$ cat config.mk
export PLATFORM = sky130hd
export DESIGN_NAME = mul_booth_r4_seq
export DESIGN_NICKNAME = d
export VERILOG_FILES = /design/src/rtl/mul_pkg.sv /design/src/rtl/mul_booth_r4_pp.sv /design/src/rtl/mul_booth_r4_seq.sv
export SDC_FILE = /design/constraint.sdc
export NUM_CORES = 1
export LEC_CHECK = 0
export ABC_AREA = 1
export CORE_ASPECT_RATIO = 1.2
export CORE_MARGIN = 1.5
export CORE_UTILIZATION = 50
export DETAILED_ROUTE_END_ITERATION = 8
export PLACE_DENSITY = 0.76
export SLEW_MARGIN = 15
export SYNTH_ARGS = -nofsm -noshare
export SYNTH_HDL_FRONTEND = slang
export SYNTH_HIERARCHICAL = 1
export SYNTH_SLANG_ARGS = --single-unit
export TNS_END_PERCENT = 100
$ cat constraint.sdc
create_clock -name i_clk -period 3 [get_ports i_clk]
set_input_delay 0.6 -clock i_clk [delete_from_list [all_inputs] [get_ports i_clk]]
set_output_delay 0.6 -clock i_clk [all_outputs]
set_load 0.1 [all_outputs]
$ cat src/rtl/mul_pkg.sv
// Shared types and helpers for the multiplier library: FSM states, Booth digit
// encoding and the radix-4 digit count.
package mul_pkg;

  typedef enum logic [1:0] {
    S_IDLE,
    S_CALC,
    S_DONE
  } state_e;

  typedef enum logic [2:0] {
    BD_ZERO,
    BD_P1,
    BD_P2,
    BD_M1,
    BD_M2
  } booth_digit_e;

  // Number of radix-4 digits for a W-bit operand extended to W+2 bits.
  function automatic int unsigned booth_num_digits(input int unsigned w);
    return (w + 2) / 2;
  endfunction

  // Map a 3-bit overlapping Booth window to its digit in {0, +1, +2, -1, -2}.
  function automatic booth_digit_e booth_decode(input logic [2:0] win);
    booth_digit_e d;
    case (win)
      3'b001, 3'b010: d = BD_P1;
      3'b011:         d = BD_P2;
      3'b100:         d = BD_M2;
      3'b101, 3'b110: d = BD_M1;
      default:        d = BD_ZERO;
    endcase
    return d;
  endfunction

endpackage

$ cat src/rtl/mul_booth_r4_pp.sv
// Radix-4 Booth partial product: decodes one Y window, scales the extended
// multiplicand by the digit and places it at the digit's bit position.
module mul_booth_r4_pp
  import mul_pkg::*;
#(
  parameter int unsigned DATA_WIDTH = 8
) (
  input  logic        [2:0]                      y_win,
  input  logic        [DATA_WIDTH+1:0]           x_ext,
  input  logic        [$clog2(2*DATA_WIDTH)-1:0] shamt,
  output logic signed [2*DATA_WIDTH-1:0]         pp
);

  localparam int unsigned PW = 2 * DATA_WIDTH;
  localparam int unsigned SE = PW - DATA_WIDTH - 2;

  booth_digit_e        dig;
  logic signed [PW-1:0] x_se;
  logic signed [PW-1:0] mag;

  // Digit-scaled multiplicand, sign-extended to the product width, then shifted.
  always_comb begin
    dig  = booth_decode(y_win);
    x_se = {{SE{x_ext[DATA_WIDTH+1]}}, x_ext};
    mag  = '0;
    case (dig)
      BD_P1:   mag = x_se;
      BD_P2:   mag = x_se <<< 1;
      BD_M1:   mag = -x_se;
      BD_M2:   mag = -(x_se <<< 1);
      default: mag = '0;
    endcase
    pp = mag <<< shamt;
  end

endmodule

$ cat src/rtl/mul_booth_r4_seq.sv
// Sequential radix-4 Booth multiplier with valid/ready on both sides and a
// runtime signed/unsigned mode. One Booth digit is retired per CALC cycle.
// Optional MUL_BOOTH_EARLY_END_EN: leave CALC as soon as the remaining Y bits
// are all equal, since every remaining digit is then zero.
module mul_booth_r4_seq
  import mul_pkg::*;
#(
  parameter int unsigned DATA_WIDTH = 8
) (
  input  logic                      i_clk,
  input  logic                      i_rst_n,
  input  logic                      i_vld,
  output logic                      o_rdy,
  input  logic                      i_sgn,
  input  logic [DATA_WIDTH-1:0]     i_num_x,
  input  logic [DATA_WIDTH-1:0]     i_num_y,
  output logic                      o_vld,
  input  logic                      i_rdy,
  output logic [2*DATA_WIDTH-1:0]   o_res,
  output logic                      o_busy
);

  localparam int unsigned W    = DATA_WIDTH;
  localparam int unsigned N    = booth_num_digits(W);
  localparam int unsigned CW   = $clog2(N + 1);
  localparam int unsigned SH_W = $clog2(2 * W);

  // Operand width must be even and at least 4.
  if ((W < 4) || ((W % 2) != 0)) begin : g_bad_width
    $error("mul_booth_r4_seq: DATA_WIDTH must be even and >= 4");
  end

  state_e                  state;
  logic [W+1:0]            x_q;
  logic [W+2:0]            y_q;
  logic [2*W-1:0]          acc_q;
  logic [CW-1:0]           cnt_q;
  logic [SH_W-1:0]         shamt_c;
  logic signed [2*W-1:0]   pp_c;
  logic                    early_c;
  logic [W+1:0]            x_ext_c;
  logic [W+1:0]            y_ext_c;

  assign x_ext_c = i_sgn ? {{2{i_num_x[W-1]}}, i_num_x} : {2'b00, i_num_x};
  assign y_ext_c = i_sgn ? {{2{i_num_y[W-1]}}, i_num_y} : {2'b00, i_num_y};
  assign shamt_c = SH_W'({cnt_q, 1'b0});

`ifdef MUL_BOOTH_EARLY_END_EN
  assign early_c = (&y_q) | ~(|y_q);
`else
  assign early_c = 1'b0;
`endif

  mul_booth_r4_pp #(
    .DATA_WIDTH (W)
  ) u_pp (
    .y_win (y_q[2:0]),
    .x_ext (x_q),
    .shamt (shamt_c),
    .pp    (pp_c)
  );

  // Control FSM with registered handshake outputs and the datapath registers.
  always_ff @(posedge i_clk) begin
    if (!i_rst_n) begin
      state  <= S_IDLE;
      o_rdy  <= 1'b1;
      o_vld  <= 1'b0;
      o_res  <= '0;
      o_busy <= 1'b0;
      x_q    <= '0;
      y_q    <= '0;
      acc_q  <= '0;
      cnt_q  <= '0;
    end else begin
      case (state)
        S_IDLE: begin
          if (i_vld && o_rdy) begin
            x_q    <= x_ext_c;
            y_q    <= {y_ext_c, 1'b0};
            acc_q  <= '0;
            cnt_q  <= '0;
            o_rdy  <= 1'b0;
            o_busy <= 1'b1;
            state  <= S_CALC;
          end
        end
        S_CALC: begin
          if (early_c) begin
            state <= S_DONE;
          end else begin
            acc_q <= acc_q + pp_c;
            y_q   <= {{2{y_q[W+2]}}, y_q[W+2:2]};
            cnt_q <= cnt_q + CW'(1);
            if (cnt_q == CW'(N - 1)) begin
              state <= S_DONE;
            end
          end
        end
        S_DONE: begin
          if (!o_vld) begin
            o_vld <= 1'b1;
            o_res <= acc_q;
          end else if (i_rdy) begin
            o_vld  <= 1'b0;
            o_res  <= '0;
            o_rdy  <= 1'b1;
            o_busy <= 1'b0;
            state  <= S_IDLE;
          end
        end
        default: begin
          state  <= S_IDLE;
          o_rdy  <= 1'b1;
          o_vld  <= 1'b0;
          o_res  <= '0;
          o_busy <= 1'b0;
        end
      endcase
    end
  end

endmodule

==> metrics.txt <==
Sink Count 60; Slowest-stage cell, CP dfxtp_4; skew final between 0.01 and 0.015 ns; Max Buffers Root-to-Sink 2; Vias just under 5000; leakage power total between 2 and 3 nW; Psw approximately 1.6 mW; Fin. Hold Viols 0; yosys warns 6; DRC 0; top cells by area, synth dfxtp_1, nand2_1, nand3_1, inv_1, a21oi_1; TritonRoute pass-1 iters 5; maximum vdd drop 567 uV; Initial Utilization about half; Routability Congestion between 0.9 and 1; Setup crit end kind register; Avg Inst Size Synth about 6.0 um2; status completed; P per Cell Area ~650 nW/um2; DP HPWL ~9000 um; combinational power share around 50%; Worst-Margin Slew 0.549 ns; synthesized area between 4000 and 5000 um2; aggregate global routing overflow 0; CP required 3.21 ns; CP startpoint kind register; DR vias/cell between 5 and 6; overall power between 3 and 4 mW; Iter 0 DRT Violations between 150 and 200; TritonCTS Buffers 9; Tmin final roughly 2.8 ns; Clock power frac 20.3%; core area 8560 um2; max incr delay on CP ~0.36 ns; layout cell share with drive strength beyond 1 between 20 and 25%; row cnt 37; gr usage total a little over a quarter; antenna diode count 0; critical path's most frequent cell nand3_2; r2r setup slk between 0.15 and 0.2 ns; Flop pwr share 28.9%; setup_tns 0 ns; antenna violations before repair 0; largest net degree at the start of global routing 44; I/O Buffers 39; cell count after synthesis approximately 730; Max Slew Vio Count 0; Yosys top cell by area dfxtp_1; Die ar. around 9400 um2; max cap viols 0; CP Cell Sequence inv_4 > ha_4 > inv_1 > nor2_2 > nand3_2 > nand2_2 > nor2_1 > nor2_2 > nand3_2 > nand3_2 > nand3_2 > nand2_1 > nor2_1 > ha_1 > nand2_1 > nor2_1 > a21oi_1 > or2_2 > nand3_1 > a21oi_1; reg2reg path depth 20; clock slew at reported path FFs ~0.07 ns; Die Span Y 106 um; number of synthesized register bits 60; synth unique cells 34; final wirelength approximately 12000 um; Hold Buf Count CTS 0; Area growth, synth to finish 23.7%; vias in the first global route 4477; endpoints failing setup 0; DIE WIDTH about 89 um; worst min path class register to register; post-route clock period utilization 93.6%; Setup Crit Path Kind register to register; ANT nets after route 0; global-route wire length before repair around 19000 um; sequential-to-total area share from yosys stat between 20% and 30%; WL/cell between 10 and 15 um; relative slew slack 63.3%; fin nets slightly above 800; top-level port count 40; critical path data arrival time between 3 and 4 ns; clock latency on the worst-skew pair 0.34 ns; TritonCTS clock tree built; Synth top area share 27.2%; Int Pwr roughly 2.0 mW; root buf cell clkbuf_8; hold depth 2; Sw Share roughly 45%; H-tree depth 3; crit path max fanout 4; Max Freq ~0.36 GHz
==> worst max-delay path, delay by kind of cell, from the launching register on <==
family	cells	cell delay, ns
fa+ha+maj	2	0.48
flops	1	0.36
simple gates	14	1.55
compound gates	2	0.16
buf+inv	2	0.11
==> metrics by stage <==
step | setup WS, ns | std cells | hold slack, ns | instance area (um2) | util (%)
finish | 0.193 | 909 | 0.465 | 5450 | 63.7
CTS | 0.0754 | 902 | 0.467 | 5130 | 59.9
floorplan | 0.320 | 735 | 0.445 | 4420 | -
detailed placement | 0.0748 | 887 | 0.455 | 4940 | 57.7
global placement | 0.139 | 887 | 0.451 | 4940 | 57.7
global route | -0.0423 | 909 | 0.487 | 5450 | 63.7
==> cells in the mapped netlist <==
cell	instances
o211ai_2	1
o21ai_1	1
xor2_1	1
clkbuf_4	2
conb_1	1
or2_2	3
o22ai_1	1
clkinv_1	3
and2_1	2
nand3b_1	2
a31oi_1	11
o21ai_2	3
inv_1	77
nand4_1	16
nor2_2	5
clkbuf_1	12
a21o_1	1
buf_6	1
buf_2	6
nor3_1	8
nand3_2	9
nand3_1	103
dfxtp_1	60
nor2_4	2
nor3_2	1
buf_4	4
nand2_2	10
a21oi_1	55
inv_2	2
nand2_1	235
fa_1	1
ha_1	18
nor2_1	49
o21ai_0	25
==> registers in the layout, summed over array words and instances (netlist names) <==
name    flops
y_q        11
state       2
o_vld       1
x_q         9
o_res      16
acc_q      16
o_busy      1
cnt_q       3
o_rdy       1
==> cell families after synthesis <==
family / share of synthesized area (%)
AO/OA/AOI/OAI: 11.9
adder cells (fa/ha/maj): 5.56
other: 0.0850
AND/OR/NAND/NOR: 45.0
XOR/XNOR: 0.199
flip-flops: 27.2
buffers and inverters: 9.96
==> what timing repair did <==
item                                    4_1_cts  5_1_grt
buffers inserted                              0        7
gates resized for setup                       0       73
endpoints found under the setup margin        0       13
==> power by group through the flow <==
stage	clock network (mW)	logic, mW	registers (mW)
final	0.719	1.80	1.02
after global routing	0.768	2.02	1.04
after CTS	0.732	1.59	1.01
after detailed placement	0	1.58	1.03
after global placement	0	1.55	1.02
after floorplan	0	1.13	1.09
==> final timing paths <==
kind	end	startpoint
max	acc_q[8]	x_q[0]
min	o_res[5]	o_res[5]
max reg2reg	acc_q[8]	x_q[0]
min reg2reg	o_res[5]	o_res[5]
==> placed cells by master, fill, tap and decap left out, types with 2 or more instances in the layout <==
master and count:
clkinv_1 3, nor2_2 13, o21ai_2 3, nand2_1 220, nor2_4 3, nand2_2 24, or2_2 3, dfxtp_1 53
o21ai_0 22, a21oi_1 49, nor3_2 5, buf_4 47, nand3b_1 2, nor3_1 4, dfxtp_4 3, a31oi_1 11
o21ai_1 4, clkbuf_8 10, clkinvlp_4 2, inv_1 74, ha_1 10, clkdlybuf4s50_1 20, nand3_1 94, nand4_1 16
ha_4 7, nand3_2 18, inv_2 4, nor2_1 40, conb_1 5, dfxtp_2 4, a21oi_2 6
==> layout make-up <==
cell class	instances	area [um2]
well taps	117	146
inverters	82	310
flip-flops and latches	60	1220
fillers	844	3110
clock inverters	4	50.0
multi-input cells	568	3030
repair buffers	67	553
clock buffers	11	141
==> per-layer routing <==
metal | GRT usage, % | wire length, um | vias to the layer above
met1 | 30.2 | 5180 | 2231
met4 | 11.8 | 347 | 0
met5 | 0 | 0 | -
met2 | 45.8 | 5930 | 99
li1 | - | - | 2496
met3 | 3.92 | 436 | 22
Power figures use the tool's default switching activity.
